$ cat config.mk
export PLATFORM = sky130hd
export DESIGN_NAME = mst_rd_arbiter_flat
export DESIGN_NICKNAME = d
export VERILOG_FILES = /design/src/rtl/mst_rd_arbiter_if.sv /design/src/rtl/mst_rd_arbiter.sv /design/src/flat_wrapper.sv
export SDC_FILE = /design/constraint.sdc
export NUM_CORES = 1
export LEC_CHECK = 0
export ABC_CLOCK_PERIOD_IN_PS = 2500
export CORE_MARGIN = 5
export CORE_UTILIZATION = 40
export CTS_CLUSTER_DIAMETER = 80
export DETAILED_ROUTE_END_ITERATION = 8
export HOLD_SLACK_MARGIN = 0.03
export PLACE_DENSITY_LB_ADDON = 0.3
export SYNTH_ARGS = -nofsm -noshare
export SYNTH_HDL_FRONTEND = slang
export SYNTH_SLANG_ARGS = --single-unit
$ cat constraint.sdc
create_clock -name clk -period 2.5 [get_ports clk]
set_input_delay 0.75 -clock clk [delete_from_list [all_inputs] [get_ports clk]]
set_output_delay 0.75 -clock clk [all_outputs]
set_load 0.02 [all_outputs]
$ cat src/rtl/mst_rd_arbiter_if.sv
// Bundle of the two read clients and the shared IPIF master-burst read channel.
// The arbiter uses the master modport; clients and the bus model use slave.
interface mst_rd_arbiter_if;
  logic        c0_req,       c1_req;
  logic [31:0] c0_addr,      c1_addr;
  logic [11:0] c0_len,       c1_len;
  logic        c0_dst_rdy_n, c1_dst_rdy_n;
  logic        c0_cmdack,    c1_cmdack;
  logic        c0_src_rdy_n, c1_src_rdy_n;
  logic        c0_cmplt,     c1_cmplt;
  logic        c0_error,     c1_error;

  logic        ip2bus_mstrd_req;
  logic        ip2bus_mst_type;
  logic [31:0] ip2bus_mst_addr;
  logic [11:0] ip2bus_mst_length;
  logic        ip2bus_mstrd_dst_rdy_n;
  logic        bus2ip_mst_cmdack;
  logic        bus2ip_mst_cmplt;
  logic        bus2ip_mst_error;
  logic        bus2ip_mstrd_src_rdy_n;

  modport master (
    input  c0_req, c1_req, c0_addr, c1_addr, c0_len, c1_len, c0_dst_rdy_n, c1_dst_rdy_n,
    output c0_cmdack, c1_cmdack, c0_src_rdy_n, c1_src_rdy_n,
    output c0_cmplt, c1_cmplt, c0_error, c1_error,
    output ip2bus_mstrd_req, ip2bus_mst_type, ip2bus_mst_addr, ip2bus_mst_length,
    output ip2bus_mstrd_dst_rdy_n,
    input  bus2ip_mst_cmdack, bus2ip_mst_cmplt, bus2ip_mst_error, bus2ip_mstrd_src_rdy_n
  );

  modport slave (
    output c0_req, c1_req, c0_addr, c1_addr, c0_len, c1_len, c0_dst_rdy_n, c1_dst_rdy_n,
    input  c0_cmdack, c1_cmdack, c0_src_rdy_n, c1_src_rdy_n,
    input  c0_cmplt, c1_cmplt, c0_error, c1_error,
    input  ip2bus_mstrd_req, ip2bus_mst_type, ip2bus_mst_addr, ip2bus_mst_length,
    input  ip2bus_mstrd_dst_rdy_n,
    output bus2ip_mst_cmdack, bus2ip_mst_cmplt, bus2ip_mst_error, bus2ip_mstrd_src_rdy_n
  );
endinterface

$ cat src/rtl/mst_rd_arbiter.sv
// Two-client arbiter for the single master-burst read channel; client 0 has priority,
// client 1 is forced after MAX_CONSEC back-to-back client-0 wins. Watchdog: ARB_TIMEOUT_EN.
module mst_rd_arbiter #(
  parameter int MAX_CONSEC     = 4,
  parameter int TIMEOUT_CYCLES = 1024
) (
  input  logic             clk,
  input  logic             reset,
  mst_rd_arbiter_if.master bus,
  output logic [1:0]       grant,
  output logic [11:0]      beat_count,
  output logic             timeout_flag
);
  localparam int CW = $clog2(MAX_CONSEC + 1);

  typedef enum logic [1:0] {IDLE, CMD, XFER, DONE} state_e;

  state_e        state_q, state_d;
  logic [1:0]    grant_q, grant_d;
  logic [31:0]   addr_q, addr_d;
  logic [11:0]   len_q, len_d;
  logic [11:0]   beat_q, beat_d;
  logic [CW-1:0] consec_q, consec_d;

  logic in_cmd, in_xfer, sel_dst_n, win1;
  logic cmdack_hit, beat_hit, cmplt_hit, timeout_hit, end_hit;

  assign in_cmd     = (state_q == CMD);
  assign in_xfer    = (state_q == XFER);
  assign sel_dst_n  = grant_q[1] ? bus.c1_dst_rdy_n : bus.c0_dst_rdy_n;
  assign cmdack_hit = in_cmd & bus.bus2ip_mst_cmdack;
  assign beat_hit   = in_xfer & ~sel_dst_n & ~bus.bus2ip_mstrd_src_rdy_n;
  // A completion arriving together with cmdack in CMD is honoured as well.
  assign cmplt_hit  = (in_xfer | cmdack_hit) & bus.bus2ip_mst_cmplt;
  assign end_hit    = cmplt_hit | timeout_hit;
  assign win1       = bus.c1_req & (~bus.c0_req | (consec_q == CW'(MAX_CONSEC)));

  assign bus.ip2bus_mstrd_req       = in_cmd;
  assign bus.ip2bus_mst_type        = in_cmd;
  assign bus.ip2bus_mst_addr        = addr_q;
  assign bus.ip2bus_mst_length      = len_q;
  assign bus.ip2bus_mstrd_dst_rdy_n = in_xfer ? sel_dst_n : 1'b1;

  assign bus.c0_cmdack    = cmdack_hit & grant_q[0];
  assign bus.c1_cmdack    = cmdack_hit & grant_q[1];
  assign bus.c0_src_rdy_n = ~(in_xfer & grant_q[0]) | bus.bus2ip_mstrd_src_rdy_n;
  assign bus.c1_src_rdy_n = ~(in_xfer & grant_q[1]) | bus.bus2ip_mstrd_src_rdy_n;
  assign bus.c0_cmplt     = end_hit & grant_q[0];
  assign bus.c1_cmplt     = end_hit & grant_q[1];
  assign bus.c0_error     = ((cmplt_hit & bus.bus2ip_mst_error) | timeout_hit) & grant_q[0];
  assign bus.c1_error     = ((cmplt_hit & bus.bus2ip_mst_error) | timeout_hit) & grant_q[1];

  assign grant      = grant_q;
  assign beat_count = beat_q;

  always_comb begin
    state_d  = state_q;
    grant_d  = grant_q;
    addr_d   = addr_q;
    len_d    = len_q;
    beat_d   = beat_q;
    consec_d = consec_q;
    case (state_q)
      IDLE: begin
        if (bus.c0_req | bus.c1_req) begin
          grant_d = win1 ? 2'b10 : 2'b01;
          addr_d  = win1 ? bus.c1_addr : bus.c0_addr;
          len_d   = win1 ? bus.c1_len  : bus.c0_len;
          beat_d  = '0;
          state_d = CMD;
          if (win1 | ~bus.c1_req)
            consec_d = '0;
          else if (consec_q != CW'(MAX_CONSEC))
            consec_d = consec_q + 1'b1;
        end
      end
      CMD: begin
        if (end_hit) begin
          state_d = DONE;
          grant_d = 2'b00;
        end else if (cmdack_hit) begin
          state_d = XFER;
        end
      end
      XFER: begin
        if (beat_hit) beat_d = beat_q + 12'd1;
        if (end_hit) begin
          state_d = DONE;
          grant_d = 2'b00;
        end
      end
      default: state_d = IDLE;
    endcase
  end

  always_ff @(posedge clk or negedge reset) begin
    if (!reset) begin
      state_q  <= IDLE;
      grant_q  <= 2'b00;
      addr_q   <= '0;
      len_q    <= '0;
      beat_q   <= '0;
      consec_q <= '0;
    end else begin
      state_q  <= state_d;
      grant_q  <= grant_d;
      addr_q   <= addr_d;
      len_q    <= len_d;
      beat_q   <= beat_d;
      consec_q <= consec_d;
    end
  end

`ifdef ARB_TIMEOUT_EN
  localparam int WW = $clog2(TIMEOUT_CYCLES + 1);

  logic [WW-1:0] wd_q, wd_d;
  logic          flag_q, flag_d;
  logic          stalled;

  // Progress is either a command ack or an accepted beat; anything else is a stall cycle.
  assign stalled     = (in_cmd | in_xfer) & ~cmdack_hit & ~beat_hit;
  assign timeout_hit = stalled & (wd_q == WW'(TIMEOUT_CYCLES - 1));

  always_comb begin
    wd_d   = '0;
    flag_d = flag_q | timeout_hit;
    if (stalled & ~end_hit) wd_d = wd_q + 1'b1;
  end

  always_ff @(posedge clk or negedge reset) begin
    if (!reset) begin
      wd_q   <= '0;
      flag_q <= 1'b0;
    end else begin
      wd_q   <= wd_d;
      flag_q <= flag_d;
    end
  end

  assign timeout_flag = flag_q;
`else
  // No watchdog: the flag can never be set.
  assign timeout_hit  = 1'b0;
  assign timeout_flag = (TIMEOUT_CYCLES < 0);
`endif
endmodule

$ cat src/flat_wrapper.sv
// flat-port wrapper written by rule: the top's interface ports become plain ports
module mst_rd_arbiter_flat 
#(
  parameter int MAX_CONSEC     = 4,
  parameter int TIMEOUT_CYCLES = 1024
)
  (clk, reset, grant, beat_count, timeout_flag, bus_c0_req, bus_c1_req, bus_c0_addr, bus_c1_addr, bus_c0_len, bus_c1_len, bus_c0_dst_rdy_n, bus_c1_dst_rdy_n, bus_c0_cmdack, bus_c1_cmdack, bus_c0_src_rdy_n, bus_c1_src_rdy_n, bus_c0_cmplt, bus_c1_cmplt, bus_c0_error, bus_c1_error, bus_ip2bus_mstrd_req, bus_ip2bus_mst_type, bus_ip2bus_mst_addr, bus_ip2bus_mst_length, bus_ip2bus_mstrd_dst_rdy_n, bus_bus2ip_mst_cmdack, bus_bus2ip_mst_cmplt, bus_bus2ip_mst_error, bus_bus2ip_mstrd_src_rdy_n);
  mst_rd_arbiter_if bus_i ();
  input  logic clk;
  input  logic reset;
  output logic [1:0] grant;
  output logic [11:0] beat_count;
  output logic timeout_flag;
  input wire logic [$bits(bus_i.c0_req)-1:0] bus_c0_req;
  input wire logic [$bits(bus_i.c1_req)-1:0] bus_c1_req;
  input wire logic [$bits(bus_i.c0_addr)-1:0] bus_c0_addr;
  input wire logic [$bits(bus_i.c1_addr)-1:0] bus_c1_addr;
  input wire logic [$bits(bus_i.c0_len)-1:0] bus_c0_len;
  input wire logic [$bits(bus_i.c1_len)-1:0] bus_c1_len;
  input wire logic [$bits(bus_i.c0_dst_rdy_n)-1:0] bus_c0_dst_rdy_n;
  input wire logic [$bits(bus_i.c1_dst_rdy_n)-1:0] bus_c1_dst_rdy_n;
  output wire logic [$bits(bus_i.c0_cmdack)-1:0] bus_c0_cmdack;
  output wire logic [$bits(bus_i.c1_cmdack)-1:0] bus_c1_cmdack;
  output wire logic [$bits(bus_i.c0_src_rdy_n)-1:0] bus_c0_src_rdy_n;
  output wire logic [$bits(bus_i.c1_src_rdy_n)-1:0] bus_c1_src_rdy_n;
  output wire logic [$bits(bus_i.c0_cmplt)-1:0] bus_c0_cmplt;
  output wire logic [$bits(bus_i.c1_cmplt)-1:0] bus_c1_cmplt;
  output wire logic [$bits(bus_i.c0_error)-1:0] bus_c0_error;
  output wire logic [$bits(bus_i.c1_error)-1:0] bus_c1_error;
  output wire logic [$bits(bus_i.ip2bus_mstrd_req)-1:0] bus_ip2bus_mstrd_req;
  output wire logic [$bits(bus_i.ip2bus_mst_type)-1:0] bus_ip2bus_mst_type;
  output wire logic [$bits(bus_i.ip2bus_mst_addr)-1:0] bus_ip2bus_mst_addr;
  output wire logic [$bits(bus_i.ip2bus_mst_length)-1:0] bus_ip2bus_mst_length;
  output wire logic [$bits(bus_i.ip2bus_mstrd_dst_rdy_n)-1:0] bus_ip2bus_mstrd_dst_rdy_n;
  input wire logic [$bits(bus_i.bus2ip_mst_cmdack)-1:0] bus_bus2ip_mst_cmdack;
  input wire logic [$bits(bus_i.bus2ip_mst_cmplt)-1:0] bus_bus2ip_mst_cmplt;
  input wire logic [$bits(bus_i.bus2ip_mst_error)-1:0] bus_bus2ip_mst_error;
  input wire logic [$bits(bus_i.bus2ip_mstrd_src_rdy_n)-1:0] bus_bus2ip_mstrd_src_rdy_n;
  assign bus_i.c0_req = bus_c0_req;
  assign bus_i.c1_req = bus_c1_req;
  assign bus_i.c0_addr = bus_c0_addr;
  assign bus_i.c1_addr = bus_c1_addr;
  assign bus_i.c0_len = bus_c0_len;
  assign bus_i.c1_len = bus_c1_len;
  assign bus_i.c0_dst_rdy_n = bus_c0_dst_rdy_n;
  assign bus_i.c1_dst_rdy_n = bus_c1_dst_rdy_n;
  assign bus_c0_cmdack = bus_i.c0_cmdack;
  assign bus_c1_cmdack = bus_i.c1_cmdack;
  assign bus_c0_src_rdy_n = bus_i.c0_src_rdy_n;
  assign bus_c1_src_rdy_n = bus_i.c1_src_rdy_n;
  assign bus_c0_cmplt = bus_i.c0_cmplt;
  assign bus_c1_cmplt = bus_i.c1_cmplt;
  assign bus_c0_error = bus_i.c0_error;
  assign bus_c1_error = bus_i.c1_error;
  assign bus_ip2bus_mstrd_req = bus_i.ip2bus_mstrd_req;
  assign bus_ip2bus_mst_type = bus_i.ip2bus_mst_type;
  assign bus_ip2bus_mst_addr = bus_i.ip2bus_mst_addr;
  assign bus_ip2bus_mst_length = bus_i.ip2bus_mst_length;
  assign bus_ip2bus_mstrd_dst_rdy_n = bus_i.ip2bus_mstrd_dst_rdy_n;
  assign bus_i.bus2ip_mst_cmdack = bus_bus2ip_mst_cmdack;
  assign bus_i.bus2ip_mst_cmplt = bus_bus2ip_mst_cmplt;
  assign bus_i.bus2ip_mst_error = bus_bus2ip_mst_error;
  assign bus_i.bus2ip_mstrd_src_rdy_n = bus_bus2ip_mstrd_src_rdy_n;
  mst_rd_arbiter #(.MAX_CONSEC(MAX_CONSEC), .TIMEOUT_CYCLES(TIMEOUT_CYCLES)) u_core (.clk(clk), .reset(reset), .bus(bus_i), .grant(grant), .beat_count(beat_count), .timeout_flag(timeout_flag));
endmodule
==> results.cfg <==
[pwr]
power_frac_clock_pct = 15.7
internal_power_mw = 3.27
p_total_mw = 5.50
p_leak_nw = 2.51
power.density_mw_per_mm2 = 1020
p_seq_share_pct = 31.0
p_switching_mw = 2.23
worst_ir_drop_vdd_v = 0.000443
combinationalPowerShare_pct = 53.4
p_sw_share_pct = 40.5

[timing]
setup_violations = 0
slew_violations = 0
slew_headroom_pct = 66.6
worst_pin_slew_ps = 499
finalHoldViolCount = 0
finalClockSkew_ps = 11.9
min_period_ps = 2460
fin_ws_ps = 35.1
fmax_ghz = 0.406
min_period_over_period_pct = 98.6

[clock_tree]
cts.htree.levels = 3
tritoncts = built
post_cts_buffers = 0
cts_buffer_depth = 2
clock_latency_ps = 330
cts_sinks = 63
clkTransAtPathRegs_ps = 70
cts-buffers-inserted = 9
clockRootBuffer = clkbuf_8

[worst_setup_path]
cp.arrival_ps = 1710
critPathCaptureType = output port
r2r-end = u_core.beat_count[7]
reg2reg_slack_ps = 410
critPathKind = in -> out
cp-start-kind = primary input
reg2reg_depth = 7
critPathRequiredTime_ps = 1750
rr_startpoint = u_core.state_q[0]
path_max_fanout = 2

[synthesis]
synth_area_leaders = dfrtp_1 (47%), mux2i_1 (13%), o21ai_0 (8.3%), nand2_1 (7.1%), ha_1 (2.6%)
synth_nets = 450
synth_cell_types = 39
synth_edf_count = 0
syn_avg_cell_area_um2 = 9.64
syn_inst = 345
synth_top_area_cell = dfrtp_1
synth_area_mm2 = 0.00333
ys.flop_type = dfrtp_1
yosysSeqAreaShare_pct = 47.4
yosysWarnings = 0
async_flop_share_pct = 100
ys_ff_latch = 63
yosysTopAreaCellShare_pct = 47.4

[routing]
wirelength_um = 9240
antenna_left = 0
drt_iter0_drc = 57
vias = 3094
drc = 0
drtPass1Iterations = 4
wire_per_inst_um = 14.7
detail_route.vias_per_cell = 4.93

[placement]
io_buffer_count = 166
dp_slack_ps = -550
hpwl_um = 7280
place_congestion = 0.853

[global_routing]
grt_pass1_vias = 3246
grt_use_total_pct = 18.2
grt_first_pass_wirelength_um = 14800
grt_overflow = 0
antenna_found_initial = 0
grt_max_degree = 51

[hold_path]
min_path_type = in -> async

[final_layout]
multiInputGateArea_mm2 = 0.00163
final_nets = 622
seqCellArea_mm2 = 0.00158
drive_gt1_share_pct = 10.3
num_antenna_cells = 0
syn_to_final_growth_pct = 62.5
n_fill_cell = 668
fin_util_pct = 66.1

[outcome]
status = finished clean

[floorplanning]
die_x_um = 101
die_area_mm2 = 0.0102
initial_core_util_pct = 40.7
rows = 33
die_y_um = 101
coreArea_mm2 = 0.00818
ios = 168

[run]
cap_violations = 0
-- synthesized netlist by cell type, types with 4 or more instances --
cell,n
buf_4,4
inv_1,12
buf_2,9
a22o_1,4
mux2i_1,44
nor3b_1,5
and3_1,5
nor3_1,11
nand2_1,63
o21ai_0,55
mux2_2,5
clkbuf_1,6
nor2_1,8
ha_1,7
dfrtp_1,63
nand3_1,7
-- worst max path at each step --
stage                                     from          endpoint  slack [ps]
finish              bus_bus2ip_mstrd_src_rdy_n  bus_c0_src_rdy_n          40
CTS                       bus_bus2ip_mst_cmplt      bus_c0_cmplt           8
detailed placement       bus_bus2ip_mst_cmdack      bus_c0_cmplt        -550
global route        bus_bus2ip_mstrd_src_rdy_n  bus_c0_src_rdy_n         -20
floorplan                    u_core.state_q[0]      bus_c0_error         310
global placement         bus_bus2ip_mst_cmdack      bus_c0_error        -470
-- per-stage QoR --
step / TNS (ps) / area (um^2) / hold slack [ps] / std cells
floorplan: 0 / 3330 / 454 / 345
CTS: 0 / 5410 / 301 / 627
global placement: -3160 / 5220 / 461 / 611
global route: -37.2 / 5410 / 314 / 627
finish: 0 / 5410 / 303 / 627
detailed placement: -3490 / 5220 / 472 / 611
-- power groups by stage --
stage	Clock (mW)	Combinational (mW)	Sequential (mW)
global route	0.934	3.22	1.77
global placement	0	2.92	1.68
floorplan	0	1.09	2.15
CTS	0.878	2.98	1.71
detailed placement	0	2.97	1.71
finish	0.861	2.93	1.70
-- cell families after synthesis --
logic type | count (synthesis) | synth area share, %
AND/OR/NAND/NOR | 117 | 16.7
multiplexers | 50 | 15.4
other | 1 | 0.113
flip-flops | 63 | 47.4
AO/OA/AOI/OAI | 73 | 13.2
adder cells (fa/ha/maj) | 7 | 2.63
buffers and inverters | 34 | 4.63
-- layout make-up --
type | count | area share, %
Clock buffer | 12 | 2.69
Clock inverter | 4 | 0.833
Inverter | 12 | 0.833
Multi-Input combinational cell | 248 | 30.1
Sequential cell | 63 | 29.2
Tap cell | 105 | 2.43
Timing Repair Buffer | 183 | 33.9
-- per-layer routing --
| layer | vias up | global-route usage, % | share of wire [%] |
|---|---|---|---|
| met5 | - | 0 | 0 |
| met3 | 14 | 7.44 | 11 |
| met4 | 0 | 6.44 | 1.6 |
| li1 | 1552 | - | - |
| met1 | 1413 | 21.0 | 39 |
| met2 | 115 | 30.7 | 48 |
-- state kept, by name, summed over array words and instances, names as in the netlist --
| signal | flops |
|---|---|
| u_core.state_q | 2 |
| u_core.grant | 2 |
| u_core.beat_count | 12 |
| u_core.bus.ip2bus_mst_addr | 32 |
| u_core.bus.ip2bus_mst_length | 12 |
| u_core.consec_q | 3 |
-- cell usage in the layout (no fill, tap or decap), drive strengths merged, types with 7 or more instances in the layout --
| master | Yosys | final |
|---|---|---|
| dfrtp | 63 | 63 |
| ha | 7 | 7 |
| buf | 16 | 23 |
| nand3 | 7 | 7 |
| clkbuf | 6 | 12 |
| clkdlybuf4s50 | 0 | 152 |
| o21ai | 55 | 55 |
| nor2 | 8 | 8 |
| nand2 | 63 | 63 |
| inv | 12 | 12 |
| mux2i | 44 | 44 |
| nor3 | 11 | 11 |
-- worst max-delay path, cell delays in order --
cell	delay (ps)
clkdlybuf4s50_1	440
nor2b_2	150
nand2_1	60
dlygate4sd2_1	320
-- timing repair --
| item | CTS | global route |
|---|---|---|
| setup endpoints to repair | 10 | 6 |
| hold buffers | 0 | 0 |
| cloned | 0 | 0 |
| resized for setup | 33 | 6 |
Note: power is estimated with default switching activity, not from simulation.
